==> src/rtl/i2c_arb_pkg.sv <==
// Shared types and constants for the I2C request arbiter.
package i2c_arb_pkg;

  // Transaction sequencing states of the arbiter.
  typedef enum logic [1:0] {
    ARB_IDLE  = 2'd0,
    ARB_ISSUE = 2'd1,
    ARB_WAIT  = 2'd2,
    ARB_RESP  = 2'd3
  } arb_state_t;

  localparam int I2C_ADDR_W = 7;
  localparam int I2C_DATA_W = 8;

  // Byte returned to a client for writes and for watchdog aborts.
  localparam logic [7:0] RSP_WRITE_DATA = 8'h00;

endpackage

==> src/rtl/i2c_req_arbiter_rr.sv <==
// Combinational round-robin selector: first asserted request strictly after
// last_grant, wrapping modulo NUM_REQ. Holds no state.
module rr_arbiter #(
  parameter int NUM_REQ = 4,
  parameter int IDX_W   = $clog2(NUM_REQ)
) (
  input  logic [NUM_REQ-1:0] req_valid,
  input  logic [IDX_W-1:0]   last_grant,
  output logic [NUM_REQ-1:0] grant,
  output logic [IDX_W-1:0]   grant_idx,
  output logic               grant_valid
);

  logic [IDX_W-1:0] cand_s;

  // Scan candidates in priority order starting just after the previous owner.
  always_comb begin
    grant       = '0;
    grant_idx   = '0;
    grant_valid = 1'b0;
    cand_s      = '0;
    for (int i = 0; i < NUM_REQ; i++) begin
      cand_s = IDX_W'((int'(last_grant) + 1 + i) % NUM_REQ);
      if (!grant_valid && req_valid[cand_s]) begin
        grant_valid      = 1'b1;
        grant_idx        = cand_s;
        grant[cand_s]    = 1'b1;
      end else begin
        grant_valid = grant_valid;
      end
    end
  end

endmodule

==> src/rtl/i2c_req_arbiter.sv <==
// Shares one I2C master among NUM_REQ clients: round-robin accept, launch,
// hold the command through the master's busy window, and return the result
// (or a watchdog timeout) to the owning client.
module i2c_req_arbiter
  import i2c_arb_pkg::*;
#(
  parameter int NUM_REQ        = 4,
  parameter int TIMEOUT_CYCLES = 64,
  parameter int ADDR_W         = I2C_ADDR_W,
  parameter int DATA_W         = I2C_DATA_W
) (
  input  logic                      clk,
  input  logic                      rst,
  input  logic [NUM_REQ-1:0]        req_valid,
  output logic [NUM_REQ-1:0]        req_ready,
  input  logic [NUM_REQ*ADDR_W-1:0] req_addr,
  input  logic [NUM_REQ-1:0]        req_rw,
  input  logic [NUM_REQ*DATA_W-1:0] req_data,
  output logic [NUM_REQ-1:0]        rsp_valid,
  output logic [DATA_W-1:0]         rsp_data,
  output logic                      rsp_timeout,
  output logic                      m_start,
  output logic [ADDR_W-1:0]         m_addr,
  output logic                      m_rw,
  output logic [DATA_W-1:0]         m_data_in,
  input  logic [DATA_W-1:0]         m_data_out,
  input  logic                      m_done
);

  localparam int IDX_W = $clog2(NUM_REQ);
  localparam int WD_W  = $clog2(TIMEOUT_CYCLES + 1);
  localparam logic [WD_W-1:0]    WD_LAST = WD_W'(TIMEOUT_CYCLES - 1);
  localparam logic [NUM_REQ-1:0] ONE_HOT0 = NUM_REQ'(1);

  arb_state_t          state_r;
  logic [IDX_W-1:0]    last_grant_r;
  logic [IDX_W-1:0]    owner_r;
  logic [ADDR_W-1:0]   addr_r;
  logic                rw_r;
  logic [DATA_W-1:0]   data_r;
  logic [WD_W-1:0]     wdog_r;
  logic                m_start_r;
  logic [NUM_REQ-1:0]  rsp_valid_r;
  logic [DATA_W-1:0]   rsp_data_r;
  logic                rsp_timeout_r;

  logic [NUM_REQ-1:0]  grant_s;
  logic [IDX_W-1:0]    grant_idx_s;
  logic                grant_valid_s;

  rr_arbiter #(
    .NUM_REQ (NUM_REQ),
    .IDX_W   (IDX_W)
  ) u_rr (
    .req_valid   (req_valid),
    .last_grant  (last_grant_r),
    .grant       (grant_s),
    .grant_idx   (grant_idx_s),
    .grant_valid (grant_valid_s)
  );

  // Accept strobe is only offered while idle; the grant is already zero
  // when nobody is requesting.
  always_comb begin
    if (state_r == ARB_IDLE) begin
      req_ready = grant_s;
    end else begin
      req_ready = '0;
    end
  end

  // Transaction sequencer with registered master and response outputs.
  always_ff @(posedge clk) begin
    if (rst) begin
      state_r       <= ARB_IDLE;
      last_grant_r  <= IDX_W'(NUM_REQ - 1);
      owner_r       <= '0;
      addr_r        <= '0;
      rw_r          <= 1'b0;
      data_r        <= '0;
      wdog_r        <= '0;
      m_start_r     <= 1'b0;
      rsp_valid_r   <= '0;
      rsp_data_r    <= '0;
      rsp_timeout_r <= 1'b0;
    end else begin
      m_start_r   <= 1'b0;
      rsp_valid_r <= '0;
      case (state_r)
        ARB_IDLE: begin
          if (grant_valid_s) begin
            owner_r   <= grant_idx_s;
            addr_r    <= req_addr[grant_idx_s*ADDR_W +: ADDR_W];
            rw_r      <= req_rw[grant_idx_s];
            data_r    <= req_data[grant_idx_s*DATA_W +: DATA_W];
            m_start_r <= 1'b1;
            state_r   <= ARB_ISSUE;
          end else begin
            state_r <= ARB_IDLE;
          end
        end
        ARB_ISSUE: begin
          wdog_r  <= '0;
          state_r <= ARB_WAIT;
        end
        ARB_WAIT: begin
          // Completion takes precedence over a simultaneous watchdog expiry.
          if (m_done) begin
            rsp_data_r    <= rw_r ? DATA_W'(RSP_WRITE_DATA) : m_data_out;
            rsp_timeout_r <= 1'b0;
            rsp_valid_r   <= ONE_HOT0 << owner_r;
            state_r       <= ARB_RESP;
          end else if (wdog_r == WD_LAST) begin
            rsp_data_r    <= DATA_W'(RSP_WRITE_DATA);
            rsp_timeout_r <= 1'b1;
            rsp_valid_r   <= ONE_HOT0 << owner_r;
            state_r       <= ARB_RESP;
          end else begin
            wdog_r <= wdog_r + WD_W'(1);
          end
        end
        ARB_RESP: begin
          last_grant_r  <= owner_r;
          rsp_data_r    <= '0;
          rsp_timeout_r <= 1'b0;
          state_r       <= ARB_IDLE;
        end
        default: begin
          state_r <= ARB_IDLE;
        end
      endcase
    end
  end

  assign m_start     = m_start_r;
  assign m_addr      = addr_r;
  assign m_rw        = rw_r;
  assign m_data_in   = data_r;
  assign rsp_valid   = rsp_valid_r;
  assign rsp_data    = rsp_data_r;
  assign rsp_timeout = rsp_timeout_r;

endmodule

==> config.mk <==
export PLATFORM = sky130hd
export DESIGN_NAME = i2c_req_arbiter
export DESIGN_NICKNAME = d
export VERILOG_FILES = /design/src/rtl/i2c_arb_pkg.sv /design/src/rtl/i2c_req_arbiter_rr.sv /design/src/rtl/i2c_req_arbiter.sv
export SDC_FILE = /design/constraint.sdc
export NUM_CORES = 1
export LEC_CHECK = 0
export CORE_MARGIN = 8
export CORE_UTILIZATION = 47
export DETAILED_ROUTE_END_ITERATION = 16
export PLACE_DENSITY = 0.95
export SYNTH_ARGS = -nofsm -noshare
export SYNTH_HDL_FRONTEND = slang
export SYNTH_HIERARCHICAL = 1
export SYNTH_SLANG_ARGS = --single-unit
==> constraint.sdc <==
create_clock -name clk -period 9 [get_ports clk]
set_input_delay 0.9 -clock clk [delete_from_list [all_inputs] [get_ports clk]]
set_output_delay 0.9 -clock clk [all_outputs]
set_load 0.01 [all_outputs]
Word level (Yosys, flattened, before mapping)
Index checks and enable logic that the tools add are counted.
W data, S select, Z words.

storage, ports and cells
  flip-flop bits (word level) = 43
  bits of input ports = 79
  output and inout bits = 34
  logic and storage cells = 107

operators by class
  $add $sub $neg = 5
  multiply operators = 1
  order comparisons = 9
  equal/unequal tests = 7
  shifts and indexed selects = 3
  muxes and demuxes = 48
  bitwise operators = 5
  reductions and logical operators = 18

operators by type and width
  kind                   number
  $shiftx A32 B6 Y8      1
  $mux W4                7
  $shiftx A28 B6 Y7      1
  $mux W8                3
  $mux W1                17
  $pmux W8 S2            1
  $lt A2 B3 Y1 const B   5
  $mux W7                2
  $pmux W7 S2            1
  $mux W2                6
  $or A4 B4 Y4           3
  $bmux W1 S2            5
  $demux W1 S2           4
  $ge A2 B1 Y1 const B   4
  $pmux W2 S4            1
  $add A7 B1 Y7 const B  1
  $eq A7 B6 Y1 const B   1
  $logic_and A1 B1 Y1    7
  $mul A2 B3 Y5 const B  1
  $add A2 B1 Y2 const B  2
  $add A2 B2 Y2 const B  2
  $eq A2 B2 Y1 const B   2
  $ne A2 B2 Y1 const B   2
  $reduce_and A2 Y1      2
  other kinds (10)       15

Logic depth before layout (Yosys ltp)
Gate-level depths: netlist (run 1).

  depth in word-level cells = 15
  depth in mapped cells = 12
  gate-level depth less buffers = 9

Cells and area by module
The synthesis (run 1) kept the hierarchy.

by module, submodules not included
  module           instances  cells an instance  area each (um^2)  seq. area each (um^2)
  i2c_req_arbiter  1          223                2195.9            860.8
  rr_arbiter       1          79                 578.1             0.0

Worst setup path before layout (run 1)
Ideal clock, no wire load.

  kind = input to register
  start point = input port req_valid[2]
  end point = register addr_r[6], in the netlist m_addr[6]
  library setup time = 132 ps
  data arrival time = 3126 ps
  required time = 8868 ps
  slack = 5742 ps
  cell stages on the path = 10
  path buffers = 3
  path through = clkbuf_1 -> mux2_2 -> or4_4 -> a21boi_4 -> o32a_1 -> buf_4 -> buf_4 -> mux4_2 -> nand2_1 -> a21oi_1

on the way
  cells in the longest elaborated chain, start to end = 14
  elaborated cells between the ends (all ways) = 25
  those cells by class = mul: 1; shift: 1; mux: 16; reduce/logical: 7

RTL lines
  item                           RTL line                  text
  from (decl)                    i2c_req_arbiter.sv:14     input logic [NUM_REQ-1:0] req_valid,
  $bmux W1 S2                    i2c_req_arbiter_rr.sv:24  if (!grant_valid && req_valid[cand_s]) begin
  $mux W1 (not written as such)  i2c_req_arbiter_rr.sv:24
  $mux W1                        i2c_req_arbiter_rr.sv:24
  $logic_not A1 Y1               i2c_req_arbiter_rr.sv:24
  $logic_and A1 B1 Y1            i2c_req_arbiter_rr.sv:24
  $mux W1                        i2c_req_arbiter_rr.sv:24
  $logic_not A1 Y1               i2c_req_arbiter_rr.sv:24
  $logic_and A1 B1 Y1            i2c_req_arbiter_rr.sv:24
  $mux W1                        i2c_req_arbiter_rr.sv:24
  $logic_not A1 Y1               i2c_req_arbiter_rr.sv:24
  $logic_and A1 B1 Y1            i2c_req_arbiter_rr.sv:24
  $mux W2 (*)                    i2c_req_arbiter_rr.sv:24
  named net grant_idx_s[0]       i2c_req_arbiter.sv:48     logic [IDX_W-1:0] grant_idx_s;
  $mul A2 B3 Y5 (*)              i2c_req_arbiter.sv:93     addr_r <= req_addr[grant_idx_s*ADDR_W +: ADDR_W];
  $shiftx A28 B6 Y7 (*)          i2c_req_arbiter.sv:93
  to (signal assigned)           i2c_req_arbiter.sv:93
  to (decl)                      i2c_req_arbiter.sv:38     logic [ADDR_W-1:0] addr_r;

The timed path passes the listed nets; every way through them passes the cells marked *. The select of a mux whose other input is x is not followed.
A chain may end at the register's enable or synchronous reset.

Worst setup path after layout (run 1)
  start point = register last_grant_r[0]
  end point = output port req_ready[1]

on the way
  cells in the longest elaborated chain, start to end = 14
  elaborated cells between the ends (all ways) = 49
  those cells by class = add/sub: 4; order compare: 8; mux: 24; bitwise: 3; reduce/logical: 10

RTL lines
  item                                                   RTL line                  text
  from (decl)                                            i2c_req_arbiter.sv:36     logic [IDX_W-1:0] last_grant_r;
  from (signal assigned)                                 i2c_req_arbiter.sv:76     last_grant_r <= IDX_W'(NUM_REQ - 1);
  from (signal assigned)                                 i2c_req_arbiter.sv:123    last_grant_r <= owner_r;
  $add A2 B1 Y2 (*)                                      i2c_req_arbiter_rr.sv:23  cand_s = IDX_W'((int'(last_grant) + 1 + i) % NUM_REQ);
  branches (longest 11 deep; another with $lt A2 B3 Y1)  --
  $mux W4 (*)                                            i2c_req_arbiter_rr.sv:24
  named net grant_s[1]                                   i2c_req_arbiter.sv:47     logic [NUM_REQ-1:0] grant_s;
  $mux W4 (*)                                            i2c_req_arbiter.sv:65     if (state_r == ARB_IDLE) begin
  to (decl)                                              i2c_req_arbiter.sv:15     output logic [NUM_REQ-1:0] req_ready,

Mark *: on every way through the listed nets, which the timed path passes. The select of a mux whose other input is x is not followed.

==> impl_metrics.env, run 1 <==
export IMPL_syn_area_mm2=0.00277
export IMPL_io_pins=113
export IMPL_r2r_cells=8
export IMPL_nets=493
export IMPL_status="finished, final reports clean"
export IMPL_drive_gt1_share_pct=9.95
export IMPL_r2r_slack_ns=4.75
export IMPL_io_buffers=112
export IMPL_yosys_area_share_adder_pct=5.41
export IMPL_hold_buffers=0
export IMPL_crit_path_start="last_grant_r[0]$_SDFFE_PP1P_"
export IMPL_final_setup_worst_slack_ns=4.42
export IMPL_hold_path_end="m_addr[5]$_SDFFE_PP0P_"
export IMPL_peakVddDrop_uv=131
export IMPL_postCtsSetupBuffers=0
export IMPL_vias=2647
export IMPL_period_share_pct=50.8
export IMPL_crit_fanout=17
export IMPL_antenna_found_initial=0
export IMPL_max_freq_mhz=219
export IMPL_synth_compound_area_share_pct=16.1
export IMPL_start_util_pct=47.7
export IMPL_dr_first_iter_drc_count=89
export IMPL_synth_flop_cell="dfxtp_1"
export IMPL_maxCapViolCount=0
export IMPL_setup_viol=0
export IMPL_ys_warn_count=6
export IMPL_area_growth_pct=43.7
export IMPL_hold_slack_ns=0.457
export IMPL_drcViolationCount=0
export IMPL_synth_seq_cells=43
export IMPL_numCtsBuffers=5
export IMPL_wl_per_cell_um=16.1
export IMPL_hold_viol_final=0
export IMPL_grt_pass1_vias=2702
export IMPL_ant_nets=0
export IMPL_syn_nets=393
export IMPL_rows=28
export IMPL_p_leak_uw=0.00145
export IMPL_cts_tree="built"
export IMPL_synth_area_mux_share_pct=20.4
export IMPL_grt_max_degree=44
export IMPL_synthXorXnorAreaFrac_pct=0
export IMPL_core_mm2=0.00582
export IMPL_p_total_uw=928
export IMPL_antenna_cells=0
export IMPL_synth_edff_count=0
export IMPL_crit_family="buffers and inverters"
export IMPL_max_slew_worst_pin_slew_ns=1.12
export IMPL_slew_headroom_pct=25.2
export IMPL_yosys_area_top_type="dfxtp_1"
export IMPL_slowest_stage="dfxtp_1"
export IMPL_clk_pin_slew_ns=0.08
export IMPL_grt_setup_unrepaired="no"
export IMPL_netlist_cell_type_count=52
export IMPL_hp_class="reg -> reg"
export IMPL_cp_start_kind="register"
export IMPL_htreeDepth=2
export IMPL_powerDensity_mw_per_mm2=233
export IMPL_clock_skew_ns=0.00566
export IMPL_async_flop_share_pct=0
export IMPL_synth_top_family_by_area="simple AND/OR/NAND/NOR gates"
export IMPL_cts_resized=0
export IMPL_crit_arrival_ns=3.68
export IMPL_finalMaxSlewViolations=0
export IMPL_place_congestion=0.861
export IMPL_grt_overflow=0
export IMPL_die_h_um=92.8
export IMPL_clock_path_buffers=2
export IMPL_cp_slowest_stage_delay_ns=0.69
export IMPL_place_hpwl_um=6070
export IMPL_setup_tns_ns=0
export IMPL_r2r_start="last_grant_r[0]$_SDFFE_PP1P_"
export IMPL_drt_met1_wl_um=2880
export IMPL_route_met2_wl_um=4000
export IMPL_synth_cells=302
export IMPL_viasPerCell=5.55
export IMPL_grt_pass1_wl_um=12700
export IMPL_avgSynthCellArea_um2=9.19
export IMPL_synth_top_area_share_pct=31.0
export IMPL_cp_buffers_inverters=2
export IMPL_dp_worst_setup_slack_ns=4.56
export IMPL_synth_area_leaders="dfxtp_1 31%, mux4_2 14%, nand2_1 7.4%, ha_1 5.4%, mux2i_1 5.4%"
export IMPL_cts_root_buf="clkbuf_8"
export IMPL_crit_type="reg -> out"
export IMPL_hold_path_startpoint="m_addr[5]$_SDFFE_PP0P_"
export IMPL_crit_chain="inv_1 -> ha_1 -> mux4_2 -> a21oi_1 -> o32ai_1 -> a221o_1 -> and2_1 -> clkdlybuf4s50_1"
export IMPL_rr_endpoint="m_data_in[7]$_SDFFE_PP0P_"
export IMPL_track_usage_pct=17.7
export IMPL_seq_area_frac_synth_pct=31.0
export IMPL_route_met3_wl_um=709
export IMPL_dr_max_layer_used="met4"
export IMPL_wl_um=7690
export IMPL_hold_depth=2
export IMPL_fp_dieW_um=92.8
export IMPL_synth_simple_area_share_pct=21.0
export IMPL_insertion_delay_ns=0.29
export IMPL_fin_crit_ns=4.58
export IMPL_drt_pre_antenna_iters=5
export IMPL_cp_required_ns=8.10
export IMPL_crit_path_end_kind="output port"
export IMPL_cts_num_sinks=43
export IMPL_dieArea_mm2=0.00862
-- logic make-up (layout without fill, tap and decap cells) --
logic type / count (synthesis) / count (layout)
AND/OR/NAND/NOR: 115 / 115
AO/OA/AOI/OAI: 61 / 61
flip-flops: 43 / 43
buffers and inverters: 36 / 136
multiplexers: 35 / 35
adder cells (fa/ha/maj): 12 / 12
-- layout make-up --
type	count	area (um2)
multi-input combinational	223	1750
tap	75	93.8
fill	443	1830
inverter	16	60.1
clock buffer	6	82.6
clock inverter	1	5.00
timing repair buffer	113	1130
sequential	43	861
-- worst register-to-register path, delay by kind of cell (launching register included) --
| family | cells | cell delay (ns) |
|---|---|---|
| AOI/OAI and AO/OA | 3 | 1.21 |
| adders and majority gates | 1 | 0.56 |
| buffers and inverters | 1 | 0.28 |
| DFF | 1 | 0.69 |
| muxes | 2 | 1.30 |
| and+or+nand+nor | 1 | 0.09 |
-- cell usage after synthesis, drive strengths merged, types with 2 or more instances --
master  count
mux2i      15
nand3       6
o311ai      3
o41ai       3
nor4        3
nor3b       2
a211o       3
ha         12
or3b        2
nand2      55
nor2        8
o21ai       4
a21oi      25
nor2b       3
or4         3
o21a        2
a22oi       2
or2         3
mux4       17
and3b       2
clkbuf      9
and2        5
o211ai      3
mux2        3
o31ai       3
buf        11
nor3        9
dfxtp      43
nand2b     10
a221o       3
o32ai       2
inv        16
-- report_power, final --
part           switching, uW  internal (uW)  leakage (uW)
combinational            257            274       0.00105
sequential              35.8            240      0.000351
clock                   60.9           60.2     0.0000470
-- worst max path at each step --
| stage | endpoint | cells past startpoint |
|---|---|---|
| after global placement | m_addr[4]$_SDFFE_PP0P_ | 8 |
| after detailed placement | m_data_in[4]$_SDFFE_PP0P_ | 8 |
| final | req_ready[1] | 8 |
| after floorplan | m_addr[6]$_SDFFE_PP0P_ | 10 |
| after CTS | req_ready[1] | 8 |
| after global routing | req_ready[1] | 8 |
-- flip-flops by register name, indices dropped and copies added (netlist names) --
signal,cells
wdog_r,7
rsp_data,8
state_r,2
rsp_timeout,1
last_grant_r,2
m_start,1
rsp_valid,4
m_data_in,8
m_rw,1
m_addr,7
owner_r,2
-- through the flow --
step,utilization (%),std cells,cell area (um2)
finish,68.5,477,3990
global route,68.5,477,3990
CTS,68.5,477,3990
detailed placement,67.0,470,3900
global placement,67.0,470,3900
floorplan,-,302,2770
-- placed cells by master (no fill, tap or decap), drive strengths merged, types with 2 or more instances in the layout --
master and count:
a22oi 2, or4 3, nor2 8, nand3 6, nand2 55, a21oi 25
inv 16, mux2i 15, o32ai 2, o211ai 3, nor3 9, and3b 2
clkdlybuf4s50 112, o31ai 3, a221o 3, o311ai 3, or2 3, and2 5
mux4 17, or3b 2, nor2b 3, nor3b 2, o21a 2, clkbuf 6
nor4 3, mux2 3, ha 12, o41ai 3, nand2b 10, dfxtp 43
a211o 3, o21ai 4
-- routing by layer --
| layer | track usage [%] | up-vias |
|---|---|---|
| met3 | 6.39 | 9 |
| met5 | 0 | - |
| met2 | 32.6 | 118 |
| met1 | 18.5 | 1224 |
| li1 | - | 1296 |
| met4 | 4.70 | 0 |
Note: power is estimated with default switching activity, not from simulation.
==> run 2, diff against run 1 <==
- CORE_UTILIZATION: 47 -> 44
- PLACE_DENSITY: 0.95 -> 0.94
- clock period: 9 -> 4.4 ns (I/O delays scaled with it)
==> impl_metrics.env, run 2 (same netlist as run 1, synthesis figures left out) <==
export IMPL_io_buffers=112
export IMPL_cts_tree="built"
export IMPL_nets=494
export IMPL_place_area_mm2=0.00391
export IMPL_wl_per_cell_um=16.9
export IMPL_nFillCells=489
export IMPL_r2r_start="last_grant_r[0]$_SDFFE_PP1P_"
export IMPL_cp_required_ns=3.96
export IMPL_antenna_cells=0
export IMPL_ant_nets=0
export IMPL_cp_start_kind="register"
export IMPL_die_h_um=95.4
export IMPL_vias=2698
export IMPL_finalCoreUtilization_pct=64.1
export IMPL_start_util_pct=44.4
export IMPL_crit_path_start="last_grant_r[0]$_SDFFE_PP1P_"
export IMPL_antenna_found_initial=0
export IMPL_grt_pass1_wl_um=13400
export IMPL_clock_skew_ns=0.00819
export IMPL_max_freq_mhz=248
export IMPL_hold_slack_ns=0.455
export IMPL_core_mm2=0.00624
export IMPL_r2r_slack_ns=0.76
export IMPL_fin_area_mm2=0.00400
export IMPL_final_common_cell="clkdlybuf4s50_1"
export IMPL_numCtsBuffers=5
export IMPL_maxCapViolCount=0
export IMPL_crit_type="reg -> out"
export IMPL_io_pins=113
export IMPL_grt_overflow=0
export IMPL_viasPerCell=5.61
export IMPL_track_usage_pct=18.4
export IMPL_place_hpwl_um=6370
export IMPL_crit_path_end_kind="output port"
export IMPL_fin_crit_ns=4.03
export IMPL_rows=29
export IMPL_drcViolationCount=0
export IMPL_postCtsSetupBuffers=0
export IMPL_max_slew_worst_pin_slew_ns=0.990
export IMPL_finalMaxSlewViolations=0
export IMPL_grt_max_degree=27
export IMPL_status="finished, final reports clean"
export IMPL_drt_pre_antenna_iters=5
export IMPL_clock_path_buffers=2
export IMPL_htreeDepth=2
export IMPL_dr_first_iter_drc_count=194
export IMPL_wl_um=8110
export IMPL_peakVddDrop_uv=270
export IMPL_layout_common_cells="112 x clkdlybuf4s50_1, 55 x nand2_1, 43 x dfxtp_1"
export IMPL_clk_pin_slew_ns=0.08
export IMPL_fp_dieW_um=95.4
export IMPL_hold_path_startpoint="m_addr[6]$_SDFFE_PP0P_"
export IMPL_dieArea_mm2=0.00910
export IMPL_crit_fanout=17
export IMPL_setup_tns_ns=0
export IMPL_hp_class="reg -> reg"
export IMPL_cts_root_buf="clkbuf_8"
export IMPL_cts_num_sinks=43
export IMPL_grt_pass1_vias=2864
export IMPL_period_share_pct=91.6
export IMPL_grt_setup_unrepaired="no"
export IMPL_powerDensity_mw_per_mm2=482
export IMPL_p_leak_uw=0.00146
export IMPL_place_congestion=0.986
export IMPL_area_growth_pct=44.3
export IMPL_slew_headroom_pct=34.0
export IMPL_insertion_delay_ns=0.29
export IMPL_hold_viol_final=0
export IMPL_drive_gt1_share_pct=10.1
export IMPL_crit_arrival_ns=3.59
export IMPL_setup_viol=0
export IMPL_hold_buffers=0
export IMPL_cts_resized=0
## run 2: worst max-delay path: stages, from the launching register on
cell	delay (ns)
dfxtp_1	0.68
inv_1	0.24
ha_1	0.54
mux4_2	0.66
o32ai_1	0.37
a221o_1	0.17
and2_1	0.11
clkdlybuf4s50_1	0.53
## run 2: where the power goes
part	internal [uW]	switching, uW	leakage, uW
registers	491	73.7	0.000351
logic	566	535	0.00106
clock network	129	134	0.0000484
total	1190	742	0.00146
## run 2: path summary, 6_finish.rpt
kind	end	cells after the start
setup / recovery	req_ready[2]	7
hold reg to reg	m_addr[6]$_SDFFE_PP0P_	2
hold / removal	m_addr[6]$_SDFFE_PP0P_	2
setup reg to reg	m_addr[4]$_SDFFE_PP0P_	9
## run 2: routing by layer
metal  vias up  wire, um  track usage (%)  part of all wire, %
li1       1298         -                -                    -
met1      1251      3000             19.5                   37
met2       135      4180             33.0                   52
met3        14       805             7.24                  9.9
met4         0       130             4.99                  1.6
met5         -         0                0                    0
## run 2: layout make-up
class / instances / area, um2 / share of cell area [%]
multi-input combinational: 223 / 1750 / 43.8
timing repair buffer: 114 / 1140 / 28.4
sequential: 43 / 861 / 21.5
tap: 77 / 96.3 / 2.41
clock buffer: 7 / 86.3 / 2.16
inverter: 16 / 60.1 / 1.50
clock inverter: 1 / 8.76 / 0.219
## run 2: metrics by stage
step,total power [uW],setup slack (ns),std cells
6_report,1930,0.369,481
5_1_grt,2080,0.120,481
2_1_floorplan,1300,1.26,302
3_5_place_dp,1680,0.707,473
3_3_place_gp,1640,0.878,473
4_1_cts,1940,0.394,481
==> run 3, diff against run 2 <==
- CORE_UTILIZATION: 44 -> 40
- PLACE_DENSITY: 0.94 -> 0.87
==> impl_metrics.env, run 3 (same netlist as run 1, synthesis figures left out) <==
export IMPL_clock_skew_ns=0.00524
export IMPL_period_share_pct=93.6
export IMPL_clk_pin_slew_ns=0.08
export IMPL_drt_pre_antenna_iters=4
export IMPL_cts_num_sinks=43
export IMPL_grt_setup_unrepaired="no"
export IMPL_place_area_mm2=0.00391
export IMPL_rows=30
export IMPL_grt_pass1_vias=2826
export IMPL_htreeDepth=2
export IMPL_core_mm2=0.00676
export IMPL_setup_viol=0
export IMPL_place_hpwl_um=6110
export IMPL_r2r_slack_ns=0.70
export IMPL_fin_area_mm2=0.00400
export IMPL_grt_pass1_wl_um=13000
export IMPL_cts_resized=0
export IMPL_insertion_delay_ns=0.29
export IMPL_cp_required_ns=3.96
export IMPL_io_pins=113
export IMPL_p_leak_uw=0.00145
export IMPL_slew_headroom_pct=35.4
export IMPL_place_congestion=0.944
export IMPL_r2r_cells=9
export IMPL_hp_class="reg -> reg"
export IMPL_finalMaxSlewViolations=0
export IMPL_wl_per_cell_um=16.1
export IMPL_p_total_uw=1900
export IMPL_powerDensity_mw_per_mm2=476
export IMPL_crit_fanout=17
export IMPL_clock_path_buffers=2
export IMPL_final_common_cell="clkdlybuf4s50_1"
export IMPL_hold_slack_ns=0.459
export IMPL_peakVddDrop_uv=188
export IMPL_hold_viol_final=0
export IMPL_crit_type="reg -> out"
export IMPL_numCtsBuffers=5
export IMPL_layout_common_cells="112 x clkdlybuf4s50_1, 55 x nand2_1, 43 x dfxtp_1"
export IMPL_fp_dieW_um=99.3
export IMPL_max_slew_worst_pin_slew_ns=0.969
export IMPL_antenna_cells=0
export IMPL_antenna_found_initial=0
export IMPL_io_buffers=112
export IMPL_track_usage_pct=15.8
export IMPL_nets=494
export IMPL_fin_cells=484
export IMPL_crit_arrival_ns=3.68
export IMPL_cts_tree="built"
export IMPL_maxCapViolCount=0
export IMPL_place_inst=476
export IMPL_drcViolationCount=0
export IMPL_cts_root_buf="clkbuf_8"
export IMPL_setup_tns_ns=0
export IMPL_max_freq_mhz=243
export IMPL_die_h_um=99.3
export IMPL_grt_overflow=0
export IMPL_grt_max_degree=44
export IMPL_ant_nets=0
export IMPL_wl_um=7770
export IMPL_status="finished, final reports clean"
export IMPL_crit_path_end_kind="output port"
export IMPL_area_growth_pct=44.1
export IMPL_start_util_pct=41.1
export IMPL_viasPerCell=5.54
export IMPL_hold_buffers=0
export IMPL_dr_first_iter_drc_count=159
export IMPL_postCtsSetupBuffers=0
export IMPL_vias=2682
export IMPL_dieArea_mm2=0.00986
export IMPL_drive_gt1_share_pct=10.1
export IMPL_nFillCells=608
export IMPL_fin_crit_ns=4.12
export IMPL_hold_depth=2
export IMPL_cp_start_kind="register"
[run 3: changes by cell type in the layout (fill, tap and decap cells not counted)]
cell        before  now
clkbuf_8         6    5
clkinv_2         0    1
clkinv_4         1    0
clkinvlp_4       0    1
[run 3: routing by layer]
layer	global-route usage (%)	wire, um	share of wire, %
met1	16.1	2920	38
met2	29.4	4000	51
met3	6.28	763	9.8
met4	3.73	88	1.1
met5	0	0	0
[run 3: power by group]
part           switching (uW)  internal [uW]  total (uW)  leakage [uW]
logic                     531            565        1100       0.00106
clock network             131            111         242     0.0000412
registers                72.1            491         563      0.000351
total                     735           1170        1900       0.00145
[run 3: cell type report]
cell class | count | area [um2] | area share, %
Sequential cell | 43 | 861 | 21.5
Clock buffer | 6 | 72.6 | 1.82
Inverter | 16 | 60.1 | 1.50
Timing Repair Buffer | 114 | 1140 | 28.4
Tap cell | 80 | 100 | 2.50
Multi-Input combinational cell | 223 | 1750 | 43.9
Clock inverter | 2 | 12.5 | 0.313
[run 3: critical path, cell delays in order, from the launching register on]
cell and delay [ns]:
dfxtp_1 0.68, inv_1 0.24, ha_1 0.55, mux4_2 0.67, a21oi_1 0.22, o32ai_1 0.15
a221o_1 0.27, and2_1 0.13, clkdlybuf4s50_1 0.47
[run 3: stage by stage]
stage | util (%) | worst slack [ns]
after detailed placement | 57.9 | 0.690
after global routing | 59.1 | 0.121
after global placement | 57.9 | 0.890
after CTS | 59.1 | 0.362
after floorplan | - | 1.26
final | 59.1 | 0.281
[run 3: final timing paths]
check,to,start
setup / recovery,req_ready[2],last_grant_r[0]$_SDFFE_PP1P_
hold / removal,m_data_in[5]$_SDFFE_PP0P_,m_data_in[5]$_SDFFE_PP0P_
setup reg to reg,m_data_in[7]$_SDFFE_PP0P_,last_grant_r[0]$_SDFFE_PP1P_
hold reg to reg,m_data_in[5]$_SDFFE_PP0P_,m_data_in[5]$_SDFFE_PP0P_
